[config.mk]
export PLATFORM = sky130hd
export DESIGN_NAME = uart_tx_fifo_flat
export DESIGN_NICKNAME = d
export VERILOG_FILES = /design/src/rtl/uart_tx_fifo_if.sv /design/src/rtl/uart_tx_fifo.sv /design/src/flat_wrapper.sv
export SDC_FILE = /design/constraint.sdc
export NUM_CORES = 1
export LEC_CHECK = 0
export CORE_UTILIZATION = 30
export CTS_CLUSTER_DIAMETER = 150
export DETAILED_ROUTE_END_ITERATION = 8
export SETUP_SLACK_MARGIN = 0.1
export SYNTH_ARGS = -nofsm -noshare
export SYNTH_HDL_FRONTEND = slang
export SYNTH_SLANG_ARGS = --single-unit
export TNS_END_PERCENT = 20
[constraint.sdc]
create_clock -name clk -period 3.95 [get_ports clk]
set_input_delay 0.79 -clock clk [delete_from_list [all_inputs] [get_ports clk]]
set_output_delay 0.79 -clock clk [all_outputs]
set_load 0.01 [all_outputs]
[src/rtl/uart_tx_fifo_if.sv]
// Byte-stream side of the UART transmitter: valid/ready push port plus line and status outputs.
interface uart_tx_fifo_if #(
  parameter int DATA_BITS  = 8,
  parameter int FIFO_DEPTH = 16
);
  logic [DATA_BITS-1:0]        tx_data;
  logic                        tx_valid;
  logic                        tx_ready;
  logic                        txd;
  logic                        tx_busy;
  logic [$clog2(FIFO_DEPTH):0] fifo_level;

  modport master (
    output tx_data, tx_valid,
    input  tx_ready, txd, tx_busy, fifo_level
  );

  modport slave (
    input  tx_data, tx_valid,
    output tx_ready, txd, tx_busy, fifo_level
  );
endinterface

[src/rtl/uart_tx_fifo.sv]
// UART transmitter fed by a FIFO; queued words leave back-to-back with the next
// start bit directly following the last stop bit.
module uart_tx_fifo #(
  parameter int CLK_DIV    = 5208,
  parameter int DATA_BITS  = 8,
  parameter int PARITY     = 0,
  parameter int STOP_BITS  = 1,
  parameter int MSB_FIRST  = 0,
  parameter int FIFO_DEPTH = 16
) (
  input  logic         clk,
  input  logic         rst_n,
  uart_tx_fifo_if.slave bus
);
  localparam int PTR_W = $clog2(FIFO_DEPTH);
  localparam int LVL_W = PTR_W + 1;
  localparam int CNT_W = $clog2(CLK_DIV);
  localparam int BIT_W = $clog2(DATA_BITS);

  typedef enum logic [2:0] {S_IDLE, S_START, S_DATA, S_PARITY, S_STOP} state_t;

  logic [DATA_BITS-1:0] r_mem [FIFO_DEPTH];
  logic [PTR_W-1:0]     r_wr_ptr;
  logic [PTR_W-1:0]     r_rd_ptr;
  logic [LVL_W-1:0]     r_level;

  state_t               r_state;
  logic                 r_txd;
  logic                 r_busy;
  logic [DATA_BITS-1:0] r_shift;
  logic                 r_par;
  logic [CNT_W-1:0]     r_baud;
  logic [BIT_W-1:0]     r_bit_cnt;
  logic                 r_stop_cnt;

  logic                 w_ready;
  logic                 w_push;
  logic                 w_pop;
  logic                 w_has_word;
  logic                 w_bit_end;
  logic                 w_last_stop;
  logic                 w_next_bit;
  logic [DATA_BITS-1:0] w_shift_nxt;
  logic [DATA_BITS-1:0] w_head;

  function automatic logic f_parity(input logic [DATA_BITS-1:0] word);
    return (PARITY == 1) ? ~(^word) : ^word;
  endfunction

  assign w_ready     = (r_level != LVL_W'(FIFO_DEPTH));
  assign w_push      = bus.tx_valid & w_ready;
  assign w_has_word  = (r_level != '0);
  assign w_bit_end   = (r_baud == CNT_W'(CLK_DIV - 1));
  assign w_last_stop = (r_stop_cnt == 1'(STOP_BITS - 1));
  assign w_head      = r_mem[r_rd_ptr];
  // Pop either from idle or exactly on the final stop-bit boundary, so frames abut.
  assign w_pop       = w_has_word &
                       ((r_state == S_IDLE) |
                        ((r_state == S_STOP) & w_bit_end & w_last_stop));

  assign w_next_bit  = (MSB_FIRST != 0) ? r_shift[DATA_BITS-1] : r_shift[0];
  assign w_shift_nxt = (MSB_FIRST != 0) ? (r_shift << 1) : (r_shift >> 1);

  assign bus.tx_ready   = w_ready;
  assign bus.txd        = r_txd;
  assign bus.tx_busy    = r_busy;
  assign bus.fifo_level = r_level;

  always_ff @(posedge clk) begin
    if (w_push) r_mem[r_wr_ptr] <= bus.tx_data;
  end

  always_ff @(posedge clk or negedge rst_n) begin
    if (!rst_n) begin
      r_wr_ptr <= '0;
      r_rd_ptr <= '0;
      r_level  <= '0;
    end else begin
      if (w_push) r_wr_ptr <= r_wr_ptr + PTR_W'(1);
      if (w_pop)  r_rd_ptr <= r_rd_ptr + PTR_W'(1);
      case ({w_push, w_pop})
        2'b10:   r_level <= r_level + LVL_W'(1);
        2'b01:   r_level <= r_level - LVL_W'(1);
        default: r_level <= r_level;
      endcase
    end
  end

  always_ff @(posedge clk or negedge rst_n) begin
    if (!rst_n) begin
      r_state    <= S_IDLE;
      r_txd      <= 1'b1;
      r_busy     <= 1'b0;
      r_shift    <= '0;
      r_par      <= 1'b0;
      r_baud     <= '0;
      r_bit_cnt  <= '0;
      r_stop_cnt <= 1'b0;
    end else begin
      // Every frame load happens in idle or on a bit boundary, so this also zeroes it on load.
      r_baud <= ((r_state == S_IDLE) || w_bit_end) ? '0 : r_baud + CNT_W'(1);

      case (r_state)
        S_IDLE: begin
          r_txd <= 1'b1;
          if (w_pop) begin
            r_shift <= w_head;
            r_par   <= f_parity(w_head);
            r_txd   <= 1'b0;
            r_busy  <= 1'b1;
            r_state <= S_START;
          end
        end
        S_START: begin
          if (w_bit_end) begin
            r_txd     <= w_next_bit;
            r_shift   <= w_shift_nxt;
            r_bit_cnt <= '0;
            r_state   <= S_DATA;
          end
        end
        S_DATA: begin
          if (w_bit_end) begin
            if (r_bit_cnt == BIT_W'(DATA_BITS - 1)) begin
              if (PARITY != 0) begin
                r_txd   <= r_par;
                r_state <= S_PARITY;
              end else begin
                r_txd      <= 1'b1;
                r_stop_cnt <= 1'b0;
                r_state    <= S_STOP;
              end
            end else begin
              r_txd     <= w_next_bit;
              r_shift   <= w_shift_nxt;
              r_bit_cnt <= r_bit_cnt + BIT_W'(1);
            end
          end
        end
        S_PARITY: begin
          if (w_bit_end) begin
            r_txd      <= 1'b1;
            r_stop_cnt <= 1'b0;
            r_state    <= S_STOP;
          end
        end
        S_STOP: begin
          if (w_bit_end) begin
            if (w_last_stop) begin
              if (w_pop) begin
                r_shift <= w_head;
                r_par   <= f_parity(w_head);
                r_txd   <= 1'b0;
                r_state <= S_START;
              end else begin
                r_txd   <= 1'b1;
                r_busy  <= 1'b0;
                r_state <= S_IDLE;
              end
            end else begin
              r_stop_cnt <= r_stop_cnt + 1'b1;
            end
          end
        end
        default: begin
          r_txd   <= 1'b1;
          r_busy  <= 1'b0;
          r_state <= S_IDLE;
        end
      endcase
    end
  end
endmodule

[src/flat_wrapper.sv]
// flat-port wrapper written by rule: the top's interface ports become plain ports
module uart_tx_fifo_flat 
#(
  parameter int CLK_DIV    = 5208,
  parameter int DATA_BITS  = 8,
  parameter int PARITY     = 0,
  parameter int STOP_BITS  = 1,
  parameter int MSB_FIRST  = 0,
  parameter int FIFO_DEPTH = 16
)
  (clk, rst_n, bus_tx_data, bus_tx_valid, bus_tx_ready, bus_txd, bus_tx_busy, bus_fifo_level);
  uart_tx_fifo_if #(.DATA_BITS(DATA_BITS), .FIFO_DEPTH(FIFO_DEPTH)) bus_i ();
  input  logic clk;
  input  logic rst_n;
  input wire logic [$bits(bus_i.tx_data)-1:0] bus_tx_data;
  input wire logic [$bits(bus_i.tx_valid)-1:0] bus_tx_valid;
  output wire logic [$bits(bus_i.tx_ready)-1:0] bus_tx_ready;
  output wire logic [$bits(bus_i.txd)-1:0] bus_txd;
  output wire logic [$bits(bus_i.tx_busy)-1:0] bus_tx_busy;
  output wire logic [$bits(bus_i.fifo_level)-1:0] bus_fifo_level;
  assign bus_i.tx_data = bus_tx_data;
  assign bus_i.tx_valid = bus_tx_valid;
  assign bus_tx_ready = bus_i.tx_ready;
  assign bus_txd = bus_i.txd;
  assign bus_tx_busy = bus_i.tx_busy;
  assign bus_fifo_level = bus_i.fifo_level;
  uart_tx_fifo #(.CLK_DIV(CLK_DIV), .DATA_BITS(DATA_BITS), .PARITY(PARITY), .STOP_BITS(STOP_BITS), .MSB_FIRST(MSB_FIRST), .FIFO_DEPTH(FIFO_DEPTH)) u_core (.clk(clk), .rst_n(rst_n), .bus(bus_i));
endmodule
# Word-level counts from Yosys, hierarchy flattened
# Memories as Yosys holds them, arrays and structs flattened.
# Index checks and enable logic that the tools add are counted.
[word_totals]
regBits = 43
latchBits = 0
ramBits = 128
romBits = 0
input_bits = 11
word_cells = 100
memories = 1
[memory_table]
columns = ["memory", "depth", "width", "rd", "rd_ports_with_merged_regs", "write_ports", "line", "text"]
rows = [
  ["u_core.r_mem", 16, 8, 1, 0, 1, "uart_tx_fifo.sv:22", "logic [DATA_BITS-1:0] r_mem [FIFO_DEPTH];"],
]
[op_classes]
addsub = 7
mul = 0
div = 0
magnitude_cmp = 0
n_eq_ne = 18
shifts = 0
mux = 43
bitwise = 7
n_reduce_logical = 14
[ops]
columns = ["op", "n"]
rows = [
  ["$mux 8", 6],
  ["$pmux 8 s4", 1],
  ["$mux 3", 10],
  ["$mux 1", 19],
  ["$pmux 3 s5", 1],
  ["$reduce_and 5->1", 3],
  ["$add 13x1->13 const B", 1],
  ["$eq 13x13->1 const B", 1],
  ["$mux 13", 1],
  ["$ne 2x1->1 const B", 6],
  ["$pmux 5 s2", 1],
  ["$add 4x1->4 const B", 2],
  ["$reduce_and 7->1", 1],
  ["$eq 3x2->1 const B", 2],
  ["$eq 3x3->1 const B", 2],
  ["$ne 2x2->1 const B", 3],
  ["$pmux 1 s3", 2],
  ["$pmux 3 s2", 1],
  ["$reduce_and 6->1", 1],
  ["$add 5x1->5 const B", 1],
  ["$ne 5x5->1 const B", 1],
  ["$pmux 1 s5", 1],
  ["$reduce_bool 5->1", 1],
  ["$sub 5x1->5 const B", 1],
  ["other kinds (15)", 20],
]

# Logic depth before layout (Yosys ltp)
[logic_depth]
word_depth = 9
mapped_depth = 12

# Worst setup path before layout
# Ideal clock, no wire load.
[synth_path]
path_type = "register to register"
start = "register u_core.r_level[1], in the netlist u_core.bus.fifo_level[1]"
end = "register u_core.r_level[4], in the netlist u_core.bus.fifo_level[4]"
setup_time_ns = 0.135
arrival_time_ns = 2.672
required_ns = 3.815
slack_ns = 1.143
path_stages_with_launch = 11
n_path_buf = 0
path_cell_list = "dfrtp_1 -> or4_4 -> o21ai_1 -> a21oi_2 -> ha_1 -> fa_1 -> a21o_1 -> a21oi_1 -> xor2_1 -> nor2_1 -> xor2_1"
[synth_between]
elab_chain_cells = 4
elab_cells_between_ends = 10
classes_between = "add/sub (2); eq/ne (3); mux (1); bitwise (2); reduce/logical (2)"
[synth_rtl]
columns = ["item", "line", "text"]
rows = [
  ["start: declaration", "uart_tx_fifo.sv:25", "logic [LVL_W-1:0] r_level;"],
  ["start signal: assignment", "uart_tx_fifo.sv:82", "2'b10: r_level <= r_level + LVL_W'(1);"],
  ["start signal: assignment", "uart_tx_fifo.sv:83", "2'b01: r_level <= r_level - LVL_W'(1);"],
  ["start signal: assignment", "uart_tx_fifo.sv:84", "default: r_level <= r_level;"],
  ["$reduce_bool 5->1 (*)", "uart_tx_fifo.sv:52", "assign w_has_word = (r_level != '0);"],
  ["$and 1x1->1 (*)", "uart_tx_fifo.sv:57", "assign w_pop = w_has_word &"],
  ["net u_core.w_pop", "uart_tx_fifo.sv:38", "logic w_pop;"],
  ["$eq 2x1->1 / $eq 2x2->1 (equally long branches)", "uart_tx_fifo.sv:81", "case ({w_push, w_pop})"],
  ["$pmux 5 s2 / $reduce_bool 2->1 (equally long branches)", "--", ""],
]
# Mark *: on every way through the listed nets, which the timed path passes. The rest lies on a longest branch.
# A chain may end at the register's enable or synchronous reset.

# Final worst setup path
# Same ends and word-level chain as after synthesis.

==> impl_results.md <==
- WL/cell: 17.0 um
- Pwr dens: ~670 mW/mm^2
- Via count: between 4000 and 5000
- Top_reg_cell synth: edfxtp_1
- Largest net degree at the start of global routing: 43
- DP Area: ~0.008 mm^2
- Number of synthesized flops with an enable pin: 128
- Final Setup Violations: 0
- Post-DP HPWL: between 9000 and 10000 um
- N_diodes: 0
- Setup ws final: between 0.9 and 1 ns
- Fillers: between 2000 and 2500
- Nets@finish: approximately 540
- Post-DRT Antenna Nets: 0
- Clock Latency Late Sink: 0.42 ns
- Total Wirelength: approximately 14000 um
- Lkg Pwr: roughly 3.0 nW
- CTS tree: built
- Initial antenna violation count: 0
- CTS HTree Levels: 4
- Area Overhead vs Synth: 15.3%
- Seq/Total Area, Yosys: 0.672
- Top cells by area, synth: edfxtp_1 (53%), dfrtp_1 (14%), mux2i_1 (8.2%)
- Worst hold path type: reg2reg
- FMAX: 0.337 GHz
- Final hold violations: 0
- Setup crit end kind: flop
- Syn avg cell area: 14.8 um^2
- CTS root buffer: clkbuf_16
- CTS buffer count: 17
- Post-synthesis cell area: around 0.0073 mm^2
- Async SR Flop Fraction: 0.247
- DR DRC count: 0
- WP buf/inv: 0
- Post-CTS Resized: 0
- Pre-CTS WS: around 0.76 ns
- Cell Rows: 56
- Total grt overflow: 0
- Seq. cell area: ~0.005 mm^2
- Final min period: slightly below 3 ns
- Design area: around 0.0084 mm^2
- Vias in the first global route: 4120
- Drt first pass iters: 4
- Setup TNS: 0 ns
- Post-DR vias/cell: between 4 and 5
- Req. time, crit path: approximately 4.2 ns
- Status: finished clean
- Crit-path max cell delay: a little over 0.6 ns
- DRT iter0 DRCs: between 200 and 250
- Synth Register Bits: 170
- Peak fanout along the critical path: 6
- Die Area: ~0.025 mm^2
- Max cap viols: 0
- Max VDD drop: 283 uV
- Routability cong.: about 0.77
- Die Y: about 160 um
- Initial core utilization: 0.308
- Clock buffer depth: 2
- Clk sinks: 170
- GRT Overall Usage: 0.126
- Post-CTS setup buffer count: 0
- Area of the multi-input gates: between 0.002 and 0.0025 mm^2
- Worst-path clk slew: 0.06 ns
- Yosys top cell by area: edfxtp_1
- Crit path cell chain: or4_4 -> o21ai_1 -> a21oi_2 -> ha_1 -> fa_1 -> a21o_1 -> a21oi_1 -> xor2_1 -> nor2_1 -> xor2_1
- Startpoint Class: flop
- Clock Skews: 0.0110 ns
- Synth top area share: 0.527
- Setup Crit Path Kind: reg2reg
- WP data arrival: between 3 and 4 ns
- Distinct cells, synth: between 50 and 60
- Final period util: 0.752
- Cell mode on critical path: xor2_1
- Fin. max-slew vios: 0
- Post-synth net total: a little over 500
- Largest delay share family, worst path: adder cells
- Hold slack: a little under 0.5 ns
- Yosys warns: 0
- Mapped Cells: between 400 and 500
- First-pass GRT wire length: around 23000 um
- Die Wd: 158 um
- Rel. slew slack: 0.372
- IO Port Bufs: 18
- Core footprint: approximately 0.024 mm^2
- Ratio of cells with drive above 1 in the final layout: 0.112
- Slew @ Worst Pin: ~0.94 ns
- Hold Buf Count CTS: 0
- CP max stage cell: or4_4
- Unrepaired setup endpoints after global routing: no
- I/O pin total: 19
[metal layers]
layer	part of all wire	global-route usage	vias up	routed length [um]
met4	0.013	0.0421	0	179
li1	-	-	1924	-
met2	0.53	0.221	51	7520
met1	0.43	0.152	2057	6220
met5	0	0	-	0
met3	0.028	0.0287	13	398
[cells in the final DEF (no fill, tap or decap), drive strengths merged, types with 3 or more instances in the layout]
master	netlist	layout
edfxtp	128	128
mux2i	60	60
nor2	46	46
dfrtp	41	41
a22oi	29	29
nand2	19	19
clkbuf	8	18
clkdlybuf4s50	0	17
xnor2	12	12
ha	12	12
inv	6	12
xor2	11	11
nand4	11	11
a31oi	11	11
nor3	9	9
nand3	9	9
a32oi	7	7
a21oi	7	7
buf	16	7
o21ai	7	7
nor2b	5	5
and3	3	3
and2	3	3
nand2b	3	3
a21o	3	3
bufinv	0	3
mux2	3	3
clkinv	0	3
[registers in the layout, summed over array words and instances (netlist names), 3 cells and up]
register / count
u_core.bus.fifo_level: 5
u_core.r_bit_cnt: 3
u_core.r_mem: 128
u_core.r_wr_ptr: 4
u_core.r_shift: 8
u_core.r_state: 3
u_core.r_baud: 13
u_core.r_rd_ptr: 4
[synth_stat cells, types with 7 or more instances]
master and instances:
a22oi_1 29, a31oi_2 7, xor2_1 11, nand3_1 8
clkbuf_1 8, nand4_1 11, edfxtp_1 128, dfrtp_1 41
nor3_1 9, nand2_1 19, mux2i_1 60, buf_2 10
a32oi_1 7, nor2_1 45, xnor2_1 12, ha_1 12
[per-stage QoR]
step           power [W]  cells  utilization
3_3_place_gp     0.00393    812        0.329
6_report         0.00563    844        0.355
5_1_grt          0.00592    844        0.355
2_1_floorplan    0.00354    493            -
4_1_cts          0.00569    844        0.355
3_5_place_dp     0.00399    812        0.329
[report_power, final]
group / internal [W] / leakage (nW) / switching (W) / total, W
combinational: 0.000633 / 1.05 / 0.000764 / 0.00140
sequential: 0.00221 / 1.67 / 0.000327 / 0.00253
clock: 0.00101 / 0.295 / 0.000688 / 0.00170
total: 0.00385 / 3.01 / 0.00178 / 0.00563
[final timing paths]
path,cells after the start,from,to,slack (ns)
setup / recovery,10,u_core.bus.fifo_level[1],u_core.bus.fifo_level[4],0.98
hold / removal,1,u_core.r_baud[0],u_core.r_baud[0],0.49
setup reg to reg,10,u_core.bus.fifo_level[1],u_core.bus.fifo_level[4],0.98
hold reg to reg,1,u_core.r_baud[0],u_core.r_baud[0],0.49
max in group asynchronous,1,rst_n,u_core.r_rd_ptr[0],2.80
min in group asynchronous,1,rst_n,u_core.bus.fifo_level[0],0.52
[final cells by class]
type / count / area share
multi-input cells: 293 / 0.268
repair buffers: 24 / 0.0262
clock buffers: 18 / 0.0510
flip-flops and latches: 170 / 0.582
clock inverters: 14 / 0.0217
well taps: 319 / 0.0475
inverters: 6 / 0.00268
[cell families after synthesis]
group | after synthesis | synth area share
muxes | 65 | 0.0932
adders and majority gates | 13 | 0.0233
DFF | 170 | 0.672
buffers and inverters | 30 | 0.0187
xor gates and xnor gates | 23 | 0.0276
and+or+nand+nor | 121 | 0.0869
AOI/OAI and AO/OA | 71 | 0.0786
Power figures use the tool's default switching activity.
